==> src/rtl/sc_dot_product.sv <==
// Stochastic-computing dot product.
// Each element pair is multiplied with a single gate: XNOR for bipolar
// streams, AND for unipolar streams. A multiplexer driven by uncorrelated
// select streams then picks one product bit per cycle. This is a scaled
// adder, so the output stream has an expected value of (1/LENGTH)*sum(prod).
// The datapath is two registers deep and accepts a new vector every cycle.
// A two-bit shift chain marks which result bits come from post-reset inputs.
module sc_dot_product #(
  parameter int LENGTH       = 4,  // number of element pairs, at least 2
  parameter int SELECT_WIDTH = 2,  // clog2(LENGTH)
  parameter int BIPOLAR      = 1   // 1: XNOR multiply, 0: AND multiply
) (
  input  logic                    clk,
  input  logic                    rst,      // synchronous, active low
  input  logic [LENGTH-1:0]       data,
  input  logic [LENGTH-1:0]       weights,
  input  logic [SELECT_WIDTH-1:0] sel,
  output logic                    result,
  output logic                    valid
);

  // Every value sel can take has a slot in the padded vector.
  localparam int PADDED = 1 << SELECT_WIDTH;

  logic [LENGTH-1:0]       prod;
  logic [LENGTH-1:0]       prod_r;
  logic [SELECT_WIDTH-1:0] sel_r;
  logic [PADDED-1:0]       prod_pad;
  logic [1:0]              chain;

  // Stage 0: bitwise stochastic multiply, chosen once at elaboration.
  generate
    if (BIPOLAR != 0) begin : g_bipolar
      assign prod = ~(data ^ weights);
    end else begin : g_unipolar
      assign prod = data & weights;
    end
  endgenerate

  // Pad the products out to the full select range with zeros. A select
  // value past the last element then reads a 0 and needs no extra compare.
  // The generate-if never creates an out-of-range part select.
  generate
    for (genvar g = 0; g < PADDED; g++) begin : g_pad
      if (g < LENGTH) begin : g_real
        assign prod_pad[g] = prod_r[g];
      end else begin : g_zero
        assign prod_pad[g] = 1'b0;
      end
    end
  endgenerate

  // Stage 1: register the products and sel together so they stay aligned.
  // NOTE: registers use non-blocking assignments. Every flop then samples
  // the pre-edge value, and the result does not depend on the order in
  // which the simulator runs the always blocks.
  always_ff @(posedge clk) begin
    if (!rst) begin
      prod_r <= '0;
      sel_r  <= '0;
    end else begin
      prod_r <= prod;
      sel_r  <= sel;
    end
  end

  // Stage 2: the multiplexer scaled adder picks one product bit.
  always_ff @(posedge clk) begin
    if (!rst) begin
      result <= 1'b0;
    end else begin
      result <= prod_pad[sel_r];
    end
  end

  // Valid chain: fills with ones after reset and tracks the two-stage depth.
  always_ff @(posedge clk) begin
    if (!rst) begin
      chain <= 2'b00;
    end else begin
      chain <= {chain[0], 1'b1};
    end
  end

  assign valid = chain[1];

endmodule

==> config.mk <==
export PLATFORM = sky130hd
export DESIGN_NAME = sc_dot_product
export DESIGN_NICKNAME = d
export VERILOG_FILES = /design/src/rtl/sc_dot_product.sv
export SDC_FILE = /design/constraint.sdc
export NUM_CORES = 1
export LEC_CHECK = 0
export CAP_MARGIN = 10
export CORE_AREA = 8 8 45 47
export CTS_BUF_LIST = sky130_fd_sc_hd__clkbuf_8
export DETAILED_ROUTE_END_ITERATION = 12
export DIE_AREA = 0 0 53 55
export HOLD_SLACK_MARGIN = 0.12
export MAX_ROUTING_LAYER = met4
export PLACE_DENSITY_LB_ADDON = 0.2
export SLEW_MARGIN = 20
export SYNTH_ARGS = -nofsm -noshare
export SYNTH_HDL_FRONTEND = slang
export SYNTH_SLANG_ARGS = --single-unit
==> constraint.sdc <==
create_clock -name clk -period 1.15 [get_ports clk]
set_clock_uncertainty 0.05 [all_clocks]
set_input_delay 0.115 -clock clk [delete_from_list [all_inputs] [get_ports clk]]
set_output_delay 0.115 -clock clk [all_outputs]
set_load 0.02 [all_outputs]
==> results of run 1 <==
==> cells in the mapped netlist, drive strengths merged <==
| cell | number | area, µm² |
|---|---|---|
| dfxtp | 9 | 180 |
| mux4 | 1 | 22.5 |
| xnor2 | 4 | 35.0 |
| and2 | 8 | 50.1 |
==> worst reg2reg max path: stages, from the launching register on <==
cell and delay, ns:
dfxtp_2 0.32, mux4_2 0.47, and2_1 0.16
==> registers in the layout, indices dropped and copies added (netlist names) <==
name	flops
chain	2
prod_pad	4
result	1
sel_r	2
==> final cells by class <==
| type | count | area share (%) |
|---|---|---|
| clock buffer | 3 | 8.57 |
| clock inverter | 1 | 0.779 |
| multi-input combinational | 13 | 22.3 |
| sequential | 9 | 37.7 |
| tap | 16 | 4.16 |
| timing repair buffer | 13 | 26.5 |
==> layout by cell type, fill, tap and decap left out, drive strengths merged <==
master	Yosys	layout
clkdlybuf4s50	0	11
dfxtp	9	9
mux4	1	1
xnor2	4	4
dlygate4sd2	0	2
inv	0	1
and2	8	8
clkbuf	0	3
==> logic make-up after synthesis <==
| family | synth area share [%] |
|---|---|
| xor+xnor | 12.2 |
| flops | 62.6 |
| mux | 7.83 |
| simple gates | 17.4 |
==> metal layers <==
| metal | track usage (%) | wire, µm | up-vias |
|---|---|---|---|
| met5 | - | 0 | - |
| met4 | 5.17 | 0 | 0 |
| met3 | 2.67 | 49 | 0 |
| met2 | 6.05 | 266 | 9 |
| met1 | 4.16 | 209 | 90 |
| li1 | - | - | 102 |
==> worst max path at each step <==
| stage | from | endpoint | slack [ns] | cells past startpoint |
|---|---|---|---|---|
| 3_5_place_dp | sel_r[0] | result | 0.04 | 2 |
| 2_1_floorplan | sel_r[0] | result | 0.05 | 2 |
| 4_1_cts | sel_r[0] | result | 0.03 | 2 |
| 5_1_grt | sel_r[0] | result | 0.003 | 2 |
| 6_report | sel_r[0] | result | 0.04 | 2 |
| 3_3_place_gp | sel_r[0] | result | 0.05 | 2 |
==> power breakdown <==
group	leakage [nW]	internal [mW]	switching, mW
clock network	0.0269	0.231	0.110
logic	0.0930	0.0604	0.0233
registers	0.0753	0.335	0.00547
==> repair_timing <==
item / 4_1_cts / 5_1_grt
gates resized for setup: 2 / 1
setup endpoints to repair: 2 / 1
buffers inserted: 0 / 0
==> stage by stage <==
stage / utilization [%] / instance area, µm²
6_report: 34.8 / 482
5_1_grt: 34.8 / 482
4_1_cts: 34.7 / 480
3_5_place_dp: 31.6 / 438
3_3_place_gp: 31.6 / 438
2_1_floorplan: - / 288
==> flow_metrics.tcl, run 1 <==
set metrics [dict create \
    status "finished, final reports clean" \
    grt.overflow.total 0 \
    drc 0 \
    grtUsageTotal_pct 4.53 \
    drive_above_1_share_pct 12.8 \
    wire_per_inst_um 9.55 \
    holdPathStages 1 \
    initial_core_util_pct 20.8 \
    holdCritPathClass "reg -> reg" \
    fin_crit_sh_pct 96.6 \
    ys_types 4 \
    setup_ws_ns 0.0388 \
    final-seq-area_um2 181 \
    crit_chain "mux4_2, and2_1" \
    vias 201 \
    powerDensity_nw_per_um2 1590 \
    seq_area_frac_synth_pct 62.6 \
    layout.nets 52 \
    place_inst 51 \
    area_growth_pct 67.4 \
    crit_buf_inv 0 \
    numClockSinks 9 \
    cts-htree-levels 1 \
    worstMarginPinSlew_ns 0.228 \
    chipWidth_um 53 \
    synthCells 22 \
    cts_max_path_buffers 2 \
    multi_input_area_um2 108 \
    power_uw 765 \
    fill_cells 140 \
    n_antenna_cell 0 \
    grt_pass1_vias 209 \
    ys_ff_latch 9 \
    hold_ws_ns 0.378 \
    maxSlewHeadroom_pct 84.7 \
    cp_data_required_time_ns 1.22 \
    p_leak_nw 0.195 \
    fin_setup_tns_ns 0 \
    vias_per_cell 3.65 \
    cpPeakStageDelay_ns 0.47 \
    hold_buffers 0 \
    clock_latency_ns 0.23 \
    grt_first_pass_wirelength_um 848 \
    rsz0062_at_grt "false" \
    fmax_mhz 900 \
    finalMaxSlewViolations 0 \
    min_delay_worst_endpoint "chain[1]" \
    ff2ff_setup_slack_ns 0.04 \
    final-hold-violation-count 0 \
    numCtsBuffers 3 \
    cts_tree "done" \
    crit_slowest_cell "mux4_2" \
    r2r_start "sel_r[0]" \
    portBuffers 13 \
    reg2reg_to "result" \
    drt_iter0_markers 0 \
    grt_max_degree 10 \
    finalNonFillerCells 55 \
    root_buffer "clkbuf_8" \
    arrival_ns 1.18 \
    synth_nets 34 \
    r2r_cells 2 \
    dieArea_um2 2920 \
    cp_top_family "multiplexers" \
    dr.pass1.iters 1 \
    critPathMaxFanout 1 \
    clk_pin_slew_ns 0.04 \
    finalWirelength_um 525 \
    postSynthAreaPerCell_um2 13.1 \
    fin_crit_ns 1.11 \
    core_area_um2 1380 \
    fp.dieH_um 55 \
    ant_nets 0 \
    globalplace.congestion 0.634 \
    end_kind "flip-flop" \
    worstSetupStartpointType "flip-flop" \
    post-place-ws_ns 0.0354 \
    rows 14 \
    hold_start "chain[0]" \
    ir_drop_v 0.000429 \
    synth_area_um2 288 \
    yosys_warnings 0 \
    cap_violations 0 \
    ios 14 \
    crit_type "reg -> reg" \
    setup_viol 0 \
    antenna_found_initial 0 \
]
Note: power is estimated with default switching activity, not from simulation.
==> inputs of run 2 (changes only) <==
RECOVER_POWER = 50   (was default)
==> flow_metrics.tcl, run 2 (synthesis results as in run 1) <==
set metrics [dict create \
    status "finished, final reports clean" \
    grt_max_degree 10 \
    fill_cells 140 \
    critPathMaxFanout 1 \
    core_area_um2 1380 \
    fin_crit_ns 1.11 \
    power_uw 765 \
    drc 0 \
    cp_data_required_time_ns 1.22 \
    largest_reg_flops 4 \
    fmax_mhz 900 \
    end_kind "flip-flop" \
    finalMaxSlewViolations 0 \
    rows 14 \
    root_buffer "clkbuf_8" \
    layout_commonest_cell "clkdlybuf4s50_1" \
    fp.dieH_um 55 \
    grt.overflow.total 0 \
    n_antenna_cell 0 \
    hold_start "chain[0]" \
    mostFrequentLayoutCells "clkdlybuf4s50_1, and2_1, dfxtp_1" \
    final-hold-violation-count 0 \
    swShare_pct 18.1 \
    arrival_ns 1.18 \
    multi_input_area_um2 108 \
    layout.nets 52 \
    portBuffers 13 \
    fin_setup_tns_ns 0 \
    grt_pass1_vias 209 \
    powerDensity_nw_per_um2 1590 \
    p_leak_nw 0.195 \
    wire_per_inst_um 9.55 \
    p_clk_share_pct 44.6 \
    clock_latency_ns 0.23 \
    finalWirelength_um 525 \
    grtUsageTotal_pct 4.53 \
    switchingPower_uw 139 \
    finalNonFillerCells 55 \
    dieArea_um2 2920 \
    chipWidth_um 53 \
    ir_drop_v 0.000429 \
    maxSlewHeadroom_pct 84.4 \
    worstMarginPinSlew_ns 0.233 \
    clk_pin_slew_ns 0.04 \
    numCtsBuffers 3 \
    r2r_cells 2 \
    post_cts_buffers 0 \
    cap_violations 0 \
    cts_tree "done" \
    antenna_found_initial 0 \
    vias_per_cell 3.65 \
    ff2ff_setup_slack_ns 0.04 \
    p_int_uw 626 \
    final-seq-area_um2 181 \
    grt_first_pass_wirelength_um 848 \
    initial_core_util_pct 20.8 \
    vias 201 \
    rsz0062_at_grt "false" \
    p_comb_share_pct 10.9 \
    place_inst 51 \
    holdCritPathClass "reg -> reg" \
    setup_viol 0 \
    min_delay_worst_endpoint "chain[1]" \
    final_core_util_pct 34.8 \
    fin_crit_sh_pct 96.6 \
    worstSetupStartpointType "flip-flop" \
    cts-htree-levels 1 \
    reg2reg_to "result" \
    drive_above_1_share_pct 12.8 \
    pwr-share-seq_pct 44.5 \
    cts_max_path_buffers 2 \
    dr.pass1.iters 1 \
    drt_iter0_markers 0 \
    ant_nets 0 \
    crit_type "reg -> reg" \
    hold_ws_ns 0.378 \
    globalplace.congestion 0.634 \
    area_growth_pct 67.4 \
    holdPathStages 1 \
    numClockSinks 9 \
    ios 14 \
    r2r_start "sel_r[0]" \
]
==> run 2: changes by cell type in the layout (fill, tap and decap cells not counted) <==
cell and change:
clkdlybuf4s50_1 -1, dlygate4sd3_1 +1
==> run 2: worst max-delay path by stage <==
stage	start	endpoint	cells after the start
global route	sel_r[0]	result	2
finish	sel_r[0]	result	2
floorplan	sel_r[0]	result	2
detailed placement	sel_r[0]	result	2
global placement	sel_r[0]	result	2
CTS	sel_r[0]	result	2
==> run 2: power by group through the flow <==
stage	clock network [mW]	registers (mW)	logic [mW]
5_1_grt	0.380	0.342	0.0888
3_5_place_dp	0	0.346	0.0881
4_1_cts	0.359	0.341	0.0851
3_3_place_gp	0	0.345	0.0863
6_report	0.341	0.341	0.0830
2_1_floorplan	0	0.350	0.0293
==> run 2: routing by layer <==
| metal | vias up | routed length, µm | global-route usage, % | share of wire, % |
|---|---|---|---|---|
| met5 | - | 0 | - | 0 |
| met4 | 0 | 0 | 5.17 | 0 |
| met3 | 0 | 49 | 2.67 | 9.3 |
| met2 | 9 | 266 | 6.05 | 51 |
| met1 | 90 | 209 | 4.16 | 40 |
| li1 | 102 | - | - | - |
==> run 2: through the flow <==
stage               setup slack, ns  area, µm²
floorplan                    0.0524        288
global placement             0.0491        438
detailed placement           0.0354        438
CTS                          0.0297        480
global route                0.00312        482
finish                       0.0388        482
==> run 2: final cells by class <==
cell class	count	share of cell area (%)
clock buffers	3	8.57
clock inverters	1	0.779
multi-input cells	13	22.3
flip-flops and latches	9	37.7
well taps	16	4.16
repair buffers	13	26.5
==> run 2: what timing repair did <==
action                                  4_1_cts  5_1_grt
gates resized for setup                       2        1
pin swaps                                     0        0
endpoints found under the setup margin        2        1
hold buffers                                  0        0
==> run 2: worst max-delay path: stages, from the launching register on <==
cell and delay, ns:
dfxtp_2 0.32, mux4_2 0.47, and2_1 0.16
